File: src/rtl/alu_signext_unit.sv
// rtl/alu_signext_unit.sv - registered 8-bit add/subtract execute stage with immediate sign extension
// One-cycle latency: operand mux, ALU and flags are combinational, all outputs come from one register stage.

module SignExt_3to8 (
    input  logic [2:0] a,
    output logic [7:0] out
);
    assign out = {{5{a[2]}}, a};
endmodule

module SignExt_5to8 (
    input  logic [4:0] a,
    output logic [7:0] out
);
    assign out = {{3{a[4]}}, a};
endmodule

module ALU (
    input  logic [7:0] a,
    input  logic [7:0] b,
    input  logic       op,
    output logic [7:0] out
);
    logic [7:0] b_eff;

    // Subtract is a + ~b + 1 so add and subtract share one adder.
    assign b_eff = op ? ~b : b;
    assign out   = a + b_eff + {7'd0, op};
endmodule

module alu_signext_unit (
    input  logic       clk,
    input  logic       reset,
    input  logic       in_valid,
    input  logic [7:0] a,
    input  logic [7:0] b,
    input  logic [2:0] imm3,
    input  logic [4:0] imm5,
    input  logic [1:0] bsel,
    input  logic       op,
    output logic [7:0] result,
    output logic [7:0] ext3,
    output logic [7:0] ext5,
    output logic       zero,
    output logic       negative,
    output logic       carry,
    output logic       overflow,
    output logic       out_valid
);
    logic [7:0] ext3_d, ext5_d, opb, alu_out, x;
    logic [8:0] sum;
    logic       zero_d, negative_d, carry_d, overflow_d;

    logic [7:0] result_q, ext3_q, ext5_q;
    logic       zero_q, negative_q, carry_q, overflow_q, out_valid_q;

    SignExt_3to8 u_sext3 (.a(imm3), .out(ext3_d));
    SignExt_5to8 u_sext5 (.a(imm5), .out(ext5_d));

    always_comb begin
        opb = b;
        case (bsel)
            2'b01:   opb = ext3_d;
            2'b10:   opb = ext5_d;
            default: opb = b;
        endcase
    end

    ALU u_alu (.a(a), .b(opb), .op(op), .out(alu_out));

    // Flags come from the 9-bit sum; for subtract carry out means "no borrow".
    assign x          = op ? ~opb : opb;
    assign sum        = {1'b0, a} + {1'b0, x} + {8'd0, op};
    assign zero_d     = (alu_out == 8'd0);
    assign negative_d = alu_out[7];
    assign carry_d    = sum[8];
    assign overflow_d = (a[7] == x[7]) && (alu_out[7] != a[7]);

    always_ff @(posedge clk) begin
        if (reset) begin
            result_q    <= 8'd0;
            ext3_q      <= 8'd0;
            ext5_q      <= 8'd0;
            zero_q      <= 1'b0;
            negative_q  <= 1'b0;
            carry_q     <= 1'b0;
            overflow_q  <= 1'b0;
            out_valid_q <= 1'b0;
        end else begin
            out_valid_q <= in_valid;
            if (in_valid) begin
                result_q   <= alu_out;
                ext3_q     <= ext3_d;
                ext5_q     <= ext5_d;
                zero_q     <= zero_d;
                negative_q <= negative_d;
                carry_q    <= carry_d;
                overflow_q <= overflow_d;
            end
        end
    end

    assign result    = result_q;
    assign ext3      = ext3_q;
    assign ext5      = ext5_q;
    assign zero      = zero_q;
    assign negative  = negative_q;
    assign carry     = carry_q;
    assign overflow  = overflow_q;
    assign out_valid = out_valid_q;
endmodule

File: config.mk
export PLATFORM = sky130hd
export DESIGN_NAME = alu_signext_unit
export DESIGN_NICKNAME = d
export VERILOG_FILES = /design/src/rtl/alu_signext_unit.sv
export SDC_FILE = /design/constraint.sdc
export NUM_CORES = 1
export LEC_CHECK = 0
export CAP_MARGIN = 0
export CORE_UTILIZATION = 30
export DETAILED_ROUTE_END_ITERATION = 8
export GPL_ROUTABILITY_DRIVEN = 1
export PLACE_DENSITY = 0.61
export SLEW_MARGIN = 20
export SYNTH_ARGS = -nofsm -noshare
export SYNTH_HDL_FRONTEND = slang
export SYNTH_HIERARCHICAL = 1
export SYNTH_SLANG_ARGS = --single-unit
File: constraint.sdc
create_clock -name clk -period 3.8 [get_ports clk]
set_input_delay 0.76 -clock clk [delete_from_list [all_inputs] [get_ports clk]]
set_output_delay 0.76 -clock clk [all_outputs]
set_load 0.005 [all_outputs]
==> metrics.txt <==
Max Cap Viol=0; DIE AREA=0.00687 mm^2; Fillers=648; worst-path fanout max=5; Tot Pwr=1030 uW; min Tclk post-route=3.54 ns; Netlist cell types=37; clock skew=0 ns; drt wl/cell=12.7 um; Syn Area/Cell=8.92 um^2; # hold bufs at CTS=0; row cnt=29; synthesis-to-finish area growth=42.2%; R2R Setup Slk=3.05 ns; post-synthesis register bit count=28; gr usage total=13.6%; H-Tree Level Count=1; Pins Over Slew Limit=0; via count=1701; share of cells above drive strength 1=16.7%; Synth Cell Area=0.00196 mm^2; sequential-to-total area share from yosys stat=28.6%; Final #Nets=334; RSZ-0062 raised after global routing=false; WP data arrival=3.76 ns; Max clock buf depth=2; final period utilization=93.2%; Post-synth ARST share=0%; Final Hold Vio Count=0; port bufs=58; largest net degree at the start of global routing=31; vias in the first global route=1645; first-pass GRT wire length=7700 um; CTS tree=yes; power density cells=369 mW/mm^2; EDFF count, synth=0; final weighted congestion in routability-driven placement=0.786; hpwl dp=3640 um; Rel. slew slack=45.6%; clock-pin slew on the worst setup and hold paths=0.10 ns; warnings from Yosys=6; TritonCTS Buffers=3; slew at the pin with the worst max-slew slack=0.816 ns; Hold Path Class=reg -> reg; I/O pins=59; post-route antenna net violation count=0; Sink Count=28; Starting Density=31.1%; LEAKAGE=0.00125 uW; Max Fclk=282 MHz; Die Y=82.9 um; clock latency on the worst-skew pair=0.27 ns; CP startpoint kind=primary input; # setup viols final=0; Die X=82.9 um; DRC Markers=0; Setup crit end kind=flip-flop; Main synth FF type=dfxtp_1; Core Area=0.00631 mm^2; post-place setup slack=-0.222 ns; DRT iter0 DRCs=30; Worst Hold Slack=0.492 ns; ANT cells=0; status=finished, final reports clean; Synth Net Count=266; Post-Syn Instances=220; Crit Path Category=in -> reg; VDD IR-drop max=197 uV; Overflow after GRT=0; Worst Path Required=4.02 ns; post-DR vias/cell=4.67; DR pass1 iterations=4; initial antenna violation count=0; Final Worst Setup Slack=0.259 ns; Root Buffer=clkbuf_8; final wirelength=4630 um
[stage by stage]
stage / TNS (ns) / cell area [um^2] / instances / utilization, %
floorplan: 0 / 1960 / 220 / -
detailed placement: -0.561 / 2680 / 359 / 42.5
finish: 0 / 2790 / 364 / 44.2
CTS: 0 / 2760 / 363 / 43.6
global route: 0 / 2790 / 364 / 44.2
global placement: -0.302 / 2680 / 359 / 42.5
[state kept, by name, summed over array words and instances (netlist names)]
register	flops
ext5	8
out_valid	1
carry	1
overflow	1
result	8
zero	1
ext3	8
[worst max-delay path, cell delays in order]
cell and delay [ns]:
clkdlybuf4s50_1 0.53, inv_1 0.06, ha_2 0.20, a22oi_2 0.17, o21ai_0 0.09, buf_4 0.14
xor2_1 0.14, ha_1 0.35, and4_1 0.17, a211oi_2 0.24, a311oi_1 0.14, xnor2_1 0.20
nor4_1 0.30, nand3_1 0.11, a21oi_1 0.15
[cells in the final DEF (no fill, tap or decap), types with 3 or more instances in the layout]
master and count:
a21oi_1 3, a21oi_2 3, a22oi_1 6, buf_4 33, clkbuf_8 3, clkdlybuf4s50_1 57, dfxtp_1 28, ha_1 13
inv_1 5, mux2i_1 26, nand2_1 12, nor2_1 33, o21ai_0 9, xnor2_1 6, xor2_1 16
[final cells by class]
| type | count | area, um^2 | share of cell area, % |
|---|---|---|---|
| Multi-Input combinational cell | 159 | 1220 | 43.7 |
| Timing Repair Buffer | 91 | 823 | 29.5 |
| Sequential cell | 28 | 561 | 20.1 |
| Tap cell | 77 | 96.3 | 3.45 |
| Clock buffer | 3 | 41.3 | 1.48 |
| Clock inverter | 1 | 30.0 | 1.08 |
| Inverter | 5 | 18.8 | 0.673 |
[worst paths after layout]
kind	start	cells past startpoint	to
hold / removal	zero$_SDFFE_PP0P_	2	zero$_SDFFE_PP0P_
setup reg to reg	carry$_SDFFE_PP0P_	2	carry$_SDFFE_PP0P_
setup / recovery	bsel[1]	15	zero$_SDFFE_PP0P_
hold reg to reg	zero$_SDFFE_PP0P_	2	zero$_SDFFE_PP0P_
[cell families after synthesis]
kind of cell / count (synthesis) / share of synthesized area [%]
AND/OR/NAND/NOR: 59 / 13.3
XOR/XNOR: 22 / 9.82
AO/OA/AOI/OAI: 34 / 12.2
buffers and inverters: 33 / 10.7
adder cells (fa/ha/maj): 16 / 10.6
flip-flops: 28 / 28.6
multiplexers: 28 / 14.8
[synthesized netlist by cell type, drive strengths merged, types with 2 or more instances]
master | instances | share of area [%]
nor2 | 33 | 6.3
dfxtp | 28 | 29
mux2i | 26 | 13
buf | 25 | 9.1
xor2 | 16 | 7.1
ha | 15 | 9.6
nand2 | 12 | 2.3
o21ai | 10 | 2.6
a22oi | 8 | 3.8
a21oi | 6 | 1.7
xnor2 | 6 | 2.7
inv | 5 | 0.96
clkbuf | 3 | 0.57
a211oi | 2 | 1.0
a21o | 2 | 0.77
and4 | 2 | 0.89
mux2 | 2 | 1.5
nand3 | 2 | 0.51
nor2b | 2 | 0.64
nor3b | 2 | 0.77
nor4 | 2 | 0.64
[power breakdown]
group          internal [uW]  leakage, uW  switching (uW)
clock                    141    0.0000357            95.6
sequential               322     0.000231            15.0
combinational            261     0.000979             194
total                    725      0.00125             304
[per-layer routing]
layer | track usage [%] | vias up | part of all wire (%)
met5 | 0 | - | 0
met2 | 21.6 | 36 | 44
met3 | 3.18 | 2 | 4.5
met1 | 19.0 | 787 | 51
met4 | 2.35 | 0 | 0.78
li1 | - | 876 | -
[repair_timing]
| item | in CTS | in global routing |
|---|---|---|
| endpoints found under the hold margin | 0 | 0 |
| buffers inserted | 0 | 1 |
| gates resized for setup | 0 | 7 |
| endpoints found under the setup margin | 0 | 2 |
No activity file was read; power rests on OpenSTA's default activity.
